$ cat src/rtl/lsu_pkg.sv
// Shared encodings for the load/store memory master.
// Latency: n/a (types and constants only).
// Backpressure: n/a.
package lsu_pkg;

  // Byte lanes per memory word; lane logic is built around a 32-bit word.
  localparam int LANES = 4;

  // Request size encodings.
  localparam logic [1:0] SZ_BYTE = 2'b00;
  localparam logic [1:0] SZ_HALF = 2'b01;
  localparam logic [1:0] SZ_WORD = 2'b10;
  localparam logic [1:0] SZ_RSVD = 2'b11;

  typedef enum logic [2:0] {
    IDLE     = 3'd0,
    RD_ISSUE = 3'd1,
    RD_WAIT  = 3'd2,
    WR_ISSUE = 3'd3,
    RESP     = 3'd4
  } lsu_state_t;

endpackage

$ cat src/rtl/lsu_lane_align.sv
// Byte-lane steering: load extract/extend and sub-word store merge.
// Latency: purely combinational.
// Backpressure: none; outputs follow inputs.
module lsu_lane_align
  import lsu_pkg::*;
(
  input  logic [31:0]              i_word,    // word read from memory
  input  logic [31:0]              i_wdata,   // right-justified store data
  input  logic [$clog2(LANES)-1:0] i_off,     // byte offset within the word
  input  logic [1:0]               i_size,
  input  logic                     i_signed,
  output logic [31:0]              o_rdata,   // extended load result
  output logic [31:0]              o_merged   // old word with addressed lane replaced
);

  logic [7:0]  w_byte;
  logic [15:0] w_half;

  // Pick the addressed lane and extend it to a full word; reserved size reads as a word.
  always_comb begin
    w_byte  = i_word[{i_off, 3'b000} +: 8];
    w_half  = i_word[{i_off[1], 4'b0000} +: 16];
    o_rdata = i_word;
    case (i_size)
      SZ_BYTE: o_rdata = i_signed ? {{24{w_byte[7]}}, w_byte} : {24'h0, w_byte};
      SZ_HALF: o_rdata = i_signed ? {{16{w_half[15]}}, w_half} : {16'h0, w_half};
      default: o_rdata = i_word;
    endcase
  end

  // Overwrite only the addressed lane with the low bits of the store data.
  always_comb begin
    o_merged = i_word;
    case (i_size)
      SZ_BYTE: o_merged[{i_off, 3'b000} +: 8]     = i_wdata[7:0];
      SZ_HALF: o_merged[{i_off[1], 4'b0000} +: 16] = i_wdata[15:0];
      default: o_merged = i_wdata;
    endcase
  end

endmodule

$ cat src/rtl/lsu_mem_master.sv
// Load/store initiator for a single-port word memory; sub-word stores use read-modify-write.
// Latency: load 2 cycles, word store 1, sub-word store 3 (accept edge to rsp_valid); trap 0 with LSU_MISALIGN_TRAP_EN.
// Backpressure: one request in flight; req_ready only in IDLE, response held until rsp_ready.
module lsu_mem_master
  import lsu_pkg::*;
#(
  parameter int ADDR_W = 7,
  parameter int DATA_W = 32
) (
  input  logic              clk,
  input  logic              reset,
  input  logic              req_valid,
  output logic              req_ready,
  input  logic              req_write,
  input  logic [1:0]        req_size,
  input  logic              req_signed,
  input  logic [ADDR_W+1:0] req_addr,
  input  logic [DATA_W-1:0] req_wdata,
  output logic              rsp_valid,
  input  logic              rsp_ready,
  output logic [DATA_W-1:0] rsp_rdata,
  output logic              rsp_err,
  output logic [ADDR_W-1:0] mem_addr,
  output logic [DATA_W-1:0] mem_wdata,
  output logic              mem_read,
  output logic              mem_write,
  input  logic [DATA_W-1:0] mem_rdata   // valid in RD_WAIT, one cycle after the mem_read pulse
);

  lsu_state_t        r_state;
  lsu_state_t        w_next_state;

  logic              r_write;
  logic [1:0]        r_size;
  logic              r_signed;
  logic [ADDR_W+1:0] r_addr;
  logic [DATA_W-1:0] r_wdata;
  logic [DATA_W-1:0] r_mem_wdata;
  logic [DATA_W-1:0] r_rdata;
  logic              r_err;

  logic              w_err;
  logic [1:0]        w_size_n;
  logic [ADDR_W+1:0] w_addr_n;
  logic [DATA_W-1:0] w_loaded;
  logic [DATA_W-1:0] w_merged;

`ifdef LSU_MISALIGN_TRAP_EN
  // Misaligned or reserved-size requests are answered with an error and never touch memory.
  always_comb begin
    w_size_n = req_size;
    w_addr_n = req_addr;
    w_err    = (req_size == SZ_RSVD) ||
               ((req_size == SZ_HALF) && req_addr[0]) ||
               ((req_size == SZ_WORD) && (req_addr[1:0] != 2'b00));
  end
`else
  // Without trapping, low address bits are forced aligned and the reserved size acts as a word.
  always_comb begin
    w_err    = 1'b0;
    w_size_n = (req_size == SZ_RSVD) ? SZ_WORD : req_size;
    w_addr_n = req_addr;
    if (w_size_n == SZ_HALF) w_addr_n[0]   = 1'b0;
    if (w_size_n == SZ_WORD) w_addr_n[1:0] = 2'b00;
  end
`endif

  lsu_lane_align u_lane (
    .i_word   (mem_rdata),
    .i_wdata  (r_wdata),
    .i_off    (r_addr[1:0]),
    .i_size   (r_size),
    .i_signed (r_signed),
    .o_rdata  (w_loaded),
    .o_merged (w_merged)
  );

  // State register; reset aborts any transaction in flight.
  always_ff @(posedge clk or posedge reset) begin
    if (reset) r_state <= IDLE;
    else       r_state <= w_next_state;
  end

  // Next-state: loads and sub-word stores read first, word stores write directly.
  always_comb begin
    w_next_state = r_state;
    case (r_state)
      IDLE: begin
        if (req_valid) begin
          if (w_err)                                   w_next_state = RESP;
          else if (req_write && (w_size_n == SZ_WORD)) w_next_state = WR_ISSUE;
          else                                         w_next_state = RD_ISSUE;
        end
      end
      RD_ISSUE: w_next_state = RD_WAIT;
      RD_WAIT:  w_next_state = r_write ? WR_ISSUE : RESP;
      WR_ISSUE: w_next_state = RESP;
      RESP:     if (rsp_ready) w_next_state = IDLE;
      default:  w_next_state = IDLE;
    endcase
  end

  // Handshake and memory strobes decoded straight from the state register.
  always_comb begin
    req_ready = 1'b0;
    mem_read  = 1'b0;
    mem_write = 1'b0;
    rsp_valid = 1'b0;
    case (r_state)
      IDLE:     req_ready = 1'b1;
      RD_ISSUE: mem_read  = 1'b1;
      WR_ISSUE: mem_write = 1'b1;
      RESP:     rsp_valid = 1'b1;
      default:  ;
    endcase
  end

  // Request latch plus response/write-data registers; memory data is consumed only in RD_WAIT.
  always_ff @(posedge clk or posedge reset) begin
    if (reset) begin
      r_write     <= 1'b0;
      r_size      <= 2'b00;
      r_signed    <= 1'b0;
      r_addr      <= '0;
      r_wdata     <= '0;
      r_mem_wdata <= '0;
      r_rdata     <= '0;
      r_err       <= 1'b0;
    end else begin
      case (r_state)
        IDLE: begin
          if (req_valid) begin
            r_write     <= req_write;
            r_size      <= w_size_n;
            r_signed    <= req_signed;
            r_addr      <= w_addr_n;
            r_wdata     <= req_wdata;
            r_mem_wdata <= req_write ? req_wdata : '0;
            r_rdata     <= '0;
            r_err       <= w_err;
          end
        end
        RD_WAIT: begin
          if (r_write) r_mem_wdata <= w_merged;
          else         r_rdata     <= w_loaded;
        end
        default: ;
      endcase
    end
  end

  assign rsp_rdata = r_rdata;
  assign rsp_err   = r_err;
  assign mem_addr  = r_addr[ADDR_W+1:2];
  assign mem_wdata = r_mem_wdata;

endmodule
$ cat config.mk
export PLATFORM = sky130hd
export DESIGN_NAME = lsu_mem_master
export DESIGN_NICKNAME = d
export VERILOG_FILES = /design/src/rtl/lsu_pkg.sv /design/src/rtl/lsu_lane_align.sv /design/src/rtl/lsu_mem_master.sv
export SDC_FILE = /design/constraint.sdc
export NUM_CORES = 1
export LEC_CHECK = 0
export ABC_CLOCK_PERIOD_IN_PS = 7250
export BUFFER_PORTS_ARGS = -buffer_cell sky130_fd_sc_hd__buf_2
export CORE_ASPECT_RATIO = 1.25
export CORE_MARGIN = 2
export CORE_UTILIZATION = 25
export CTS_CLUSTER_SIZE = 12
export DETAILED_ROUTE_END_ITERATION = 16
export GPL_TIMING_DRIVEN = 0
export RECOVER_POWER = 100
export SYNTH_ARGS = -nofsm -noshare
export SYNTH_HDL_FRONTEND = slang
export SYNTH_HIERARCHICAL = 1
export SYNTH_SLANG_ARGS = --single-unit
$ cat constraint.sdc
create_clock -name clk -period 7.25 [get_ports clk]
set_input_delay 1.45 -clock clk [delete_from_list [all_inputs] [get_ports clk]]
set_output_delay 1.45 -clock clk [all_outputs]
set_load 0.05 [all_outputs]
Word level (Yosys, flattened, before mapping)
Index checks and enable logic that the tools add are counted.

cells by class
  mux-type cells = 25
  add/subtract/negate cells = 2
  eq/ne operators = 12
  reduce and logical (&&, ||, !) cells = 8
  shift-type cells = 6

operators with widths
  kind                                                    count
  case mux 32 bit (2 select lines)                        4
  two-way mux 32 bit                                      7
  bitwise mux 32 bit                                      2
  variable shift 16 x 7 -> 32 bit (first input constant)  1
  variable shift 8 x 7 -> 32 bit (first input constant)   1
  indexed part select 16 x 7 -> 32 bit                    1
  indexed part select 32 x 6 -> 16 bit                    1
  indexed part select 32 x 6 -> 8 bit                     1
  indexed part select 8 x 7 -> 32 bit                     1
  case mux 3 bit (5 select lines)                         1
  negator 5 -> 7 bit                                      2
  two-way mux 3 bit                                       3
  != test 2 bit (second input constant)                   4
  == test 3 x 2 -> 1 bit (second input constant)          2
  two-way mux 2 bit                                       3
  AND reduction 3 bit                                     2
  two-way mux 1 bit                                       5
  == test 2 x 1 -> 1 bit (second input constant)          2
  == test 2 bit (second input constant)                   2
  AND reduction 2 bit                                     2
  == test 3 x 1 -> 1 bit (second input constant)          1
  == test 3 bit (second input constant)                   1
  logical NOT 3 bit                                       1
  logical NOT 2 bit                                       1
  other kinds (2)                                         2

storage, ports and cells
  logic and storage cells = 61
  register bits after elaboration = 112

Depth between registers and ports, before layout
  depth in word-level cells = 7
  mapped depth = 12

Hierarchy
The synthesis kept the hierarchy.

by module, submodules not included
  module          area an instance (um2)  cells each  instances
  lsu_mem_master  4968.5                  400         1
  lsu_lane_align  1841.8                  290         1

Worst setup path after synthesis
Ideal clock, no wire load.

  path kind = register -> output
  from = register r_state[1]
  to = output port mem_read
  path buffers = 3
  required time = 5.800 ns
  arrival time = 2.013 ns
  setup slack = 3.787 ns
  stages on the path, launching flop included = 5
  cell sequence = dfrtp_1 buf_6 buf_2 clkbuf_1 nor3b_1

between the ends
  cells in the longest elaborated chain, start to end = 2

RTL lines
  what                      RTL line               text
  start: declaration        lsu_mem_master.sv:30   lsu_state_t r_state;
  start signal: assignment  lsu_mem_master.sv:81   else r_state <= w_next_state;
  == test 3 x 1 -> 1 bit    lsu_mem_master.sv:109  case (r_state)
  two-way mux 1 bit         lsu_mem_master.sv:109
  end: declaration          lsu_mem_master.sv:25   output logic mem_read,

No other way between the ends.

Final worst setup path
  from = register r_addr[1]
  to = register r_mem_wdata[23], in the netlist mem_wdata[23]

between the ends
  cells in the longest elaborated chain, start to end = 6
  elaborated cells between the ends (all ways) = 11

RTL lines
  what                                                          RTL line                                    text
  start: declaration                                            lsu_mem_master.sv:36                        logic [ADDR_W+1:0] r_addr;
  start signal: assignment                                      lsu_mem_master.sv:136                       r_addr <= w_addr_n;
  negator 5 -> 7 bit, on equally long branches                  lsu_lane_align.sv:36, lsu_lane_align.sv:35
  indexed part select 16 x 7 -> 32 bit (tied with other cells)  lsu_lane_align.sv:36                        SZ_HALF: o_merged[{i_off[1], 4'b0000} +: 16] = i_wdata[15:0];
  bitwise mux 32 bit, on equally long branches                  lsu_lane_align.sv:36, lsu_lane_align.sv:35
  case mux 32 bit (2 select lines) (*)                          lsu_lane_align.sv:34                        case (i_size)
  named net w_merged[23]                                        lsu_mem_master.sv:46                        logic [DATA_W-1:0] w_merged;
  two-way mux 32 bit (*)                                        lsu_mem_master.sv:144                       if (r_write) r_mem_wdata <= w_merged;
  case mux 32 bit (2 select lines) (*)                          lsu_mem_master.sv:130                       case (r_state)
  end signal: assignment                                        lsu_mem_master.sv:138                       r_mem_wdata <= req_write ? req_wdata : '0;
  end signal: assignment                                        lsu_mem_master.sv:144
  end: declaration                                              lsu_mem_master.sv:38                        logic [DATA_W-1:0] r_mem_wdata;

Mark *: on every way through the listed nets, which the timed path passes. The rest lies on a longest branch. The select of a mux whose other input is x is not followed.
A chain may end at the register's enable or synchronous reset.

==> impl_metrics.toml <==
[status]
status = "finished, final reports clean"

[yosys]
ys_top_cells_by_area = "dfrtp_1 41%, mux2_2 13%, nand2_1 6.3%, mux2i_1 6.0%, a22o_1 4.2%"
syn_nets = 776
synth.top_cell.area_share = 0.412
synth_flop_cell = "dfrtp_1"
ys_ff_latch = 112
syn_inst = 690
synth_common_cells = "114 x nand2_1, 112 x dfrtp_1, 79 x mux2_2, 48 x inv_1, 41 x mux2i_1"
synth_area_mm2 = 0.00681
async_flop_share = 1.00
yosys.cell_types.count = 49
yosys.cell_count.top_type = "nand2_1"
synth_edf_count = 0
synth_top_area_cell = "dfrtp_1"
yosysWarnings = 6
seq_area_frac_synth = 0.412
syn_avg_cell_area_um2 = 9.87

[routing]
dr.pass1.iters = 5
wirelength_met1_um = 9580
drt-initial-drc-count = 379
final_antenna_net_count = 0
via_per_inst = 4.82
via_count = 5839
post_drt_wl_per_cell_um = 19.1
wl_met2_um = 11200
wirelength_um = 23200
route.detailed.drc = 0
top_layer = "met5"
routed-wl-met3_um = 1770

[clock_tree]
root_buffer = "clkbuf_16"
cts_resized = 0
tritoncts = "built"
h-tree-depth = 3
ctsHoldBuffers = 0
clock_sinks = 112
clock_insertion_delay_worst_skew_ps = 370
clk_pin_slew_ps = 80
cts_setup_buffers = 0
clockBufferDepth = 2
cts_buffers = 9

[timing]
grt_setup_unrepaired = "no"
finClkSkew_ps = 13.4
slew_viol_final = 0
setup_viol = 0
tightest_slew_ps = 1430
fin_tns_setup_ps = 0
fin_crit_sh = 0.605
max_freq_ghz = 0.228
period_needed_ps = 4380
slew-limit-headroom = 0.0417
hold_viol_final = 0

[final_layout]
area_delta_synth_final_pct = 19.9
drive_gt1_frac = 0.246
instances_no_fill = 1212
nNetsFinal = 944
final_area_mm2 = 0.00817

[worst_setup_path]
cp_data_required_time_ps = 7550
reg2reg_to = "mem_wdata[23]"
worst_path_max_delay_cell = "nor3b_1"
r2r_slack_ps = 2870
critPathMaxFanout = 12
critPathKind = "flop to flop"
cp-start-kind = "flop"
critPathArrivalTime_ps = 4680
cp_common_cell = "clkbuf_1"
worst_r2r_startpoint = "r_addr[1]"
reg2reg_depth = 10
end_kind = "flop"
crit_chain = "clkbuf_1, clkinv_1, clkbuf_1, ha_1, nor3_1, nand3b_1, nor3b_1, o2bb2ai_1, a22o_1, mux2_2"
cpPeakStageDelay_ps = 950

[worst_hold_path]
worstHoldStart = "mem_wdata[13]"
worstHoldPathType = "flop to flop"
hold_end = "mem_wdata[13]"
hold_depth = 1

[global_routing]
antenna_found_initial = 8
grt.overflow.total = 0
grt_pass1_vias = 5876
grt_pass1_wl_um = 35100
grt_use_total = 0.164
grt_max_degree = 93

[placed_design]
place_area_mm2 = 0.00805
place_congestion = 0.921
place_hpwl_um = 18400
portBuffers = 155
placed_cells = 1191

[die]
core_area_mm2 = 0.0268
io_pins = 157
std_cell_rows = 67
die_h_um = 189
initial_core_util = 0.254
die-area_mm2 = 0.0286
die_w_um = 152

[power]
leakagePower_nw = 3.49
vdd_ir_drop_max_mv = 0.151
power.density_mw_per_mm2 = 541
total_power_mw = 4.42

[run]
drv_cap = 0
==> worst max-delay path by stage <==
| stage | cells after the start | end | startpoint |
|---|---|---|---|
| detailed placement | 9 | mem_wdata[24] | r_addr[1] |
| global placement | 2 | r_addr[2] | reset |
| CTS | 9 | mem_wdata[24] | r_addr[1] |
| global route | 10 | mem_wdata[23] | r_addr[1] |
| finish | 10 | mem_wdata[23] | r_addr[1] |
| floorplan | 1 | mem_wdata[0] | reset |
==> state kept, by name, indices dropped and copies added, names as in the netlist <==
signal and flops:
r_state 3, r_write 1, r_addr 9, mem_wdata 32, r_signed 1, rsp_rdata 32, r_wdata 32, r_size 2
==> routing by layer <==
metal,track usage,vias up
met3,0.0462,38
met4,0.0609,6
met2,0.273,215
li1,-,2782
met1,0.201,2798
met5,0,-
==> cell families after synthesis <==
| kind of cell | Yosys count | share of synthesized area |
|---|---|---|
| and+or+nand+nor | 175 | 0.117 |
| AOI/OAI and AO/OA | 166 | 0.188 |
| muxes | 123 | 0.196 |
| DFF | 112 | 0.412 |
| buffers and inverters | 108 | 0.0786 |
| adders and majority gates | 5 | 0.00919 |
| other | 1 | 0.000551 |
==> layout make-up <==
type / instances / area, µm²
Fill cell: 2918 / 18700
Multi-Input combinational cell: 470 / 3420
Sequential cell: 112 / 2800
Timing Repair Buffer: 157 / 711
Tap cell: 345 / 432
Buffer: 58 / 298
Clock buffer: 11 / 243
Inverter: 50 / 189
Clock inverter: 5 / 61.3
Antenna cell: 4 / 10.0
==> cell usage in the layout, fill, tap and decap left out, types with 5 or more instances in the layout <==
| master | count |
|---|---|
| clkbuf_1 | 115 |
| nand2_1 | 114 |
| dfrtp_1 | 112 |
| buf_2 | 85 |
| mux2_2 | 79 |
| inv_1 | 47 |
| mux2i_1 | 41 |
| o21ai_0 | 39 |
| a22o_1 | 33 |
| nor2_1 | 26 |
| a22oi_1 | 21 |
| a21oi_1 | 15 |
| nand2b_1 | 10 |
| a221o_1 | 10 |
| a21oi_2 | 10 |
| a221oi_1 | 9 |
| buf_4 | 9 |
| clkbuf_16 | 9 |
| a222oi_1 | 8 |
| o2bb2ai_1 | 7 |
| buf_6 | 5 |
| nor2b_1 | 5 |
| ha_1 | 5 |
==> report_power, final <==
part	internal [mW]	leakage [nW]	switching (mW)	total, mW
clock	0.281	0.151	0.246	0.527
sequential	0.921	1.42	0.240	1.16
combinational	0.940	1.92	1.79	2.73
total	2.14	3.49	2.28	4.42
==> stage by stage <==
step	worst slack, ps	hold slack [ps]	util
6_report	2870	495	0.304
5_1_grt	2660	523	0.304
4_1_cts	3370	497	0.311
3_5_place_dp	3410	476	0.300
3_3_place_gp	1140	466	0.299
2_1_floorplan	2840	481	-
==> worst max-delay path: cells and delay by family, from the launching register on <==
| kind | cells | cell delay [ps] |
|---|---|---|
| flip-flops | 1 | 440 |
| adder cells (fa/ha/maj) | 1 | 320 |
| AND/OR/NAND/NOR | 3 | 1800 |
| AO/OA/AOI/OAI | 2 | 410 |
| buffers and inverters | 3 | 1200 |
| multiplexers | 1 | 150 |
No activity file was read; power rests on OpenSTA's default activity.
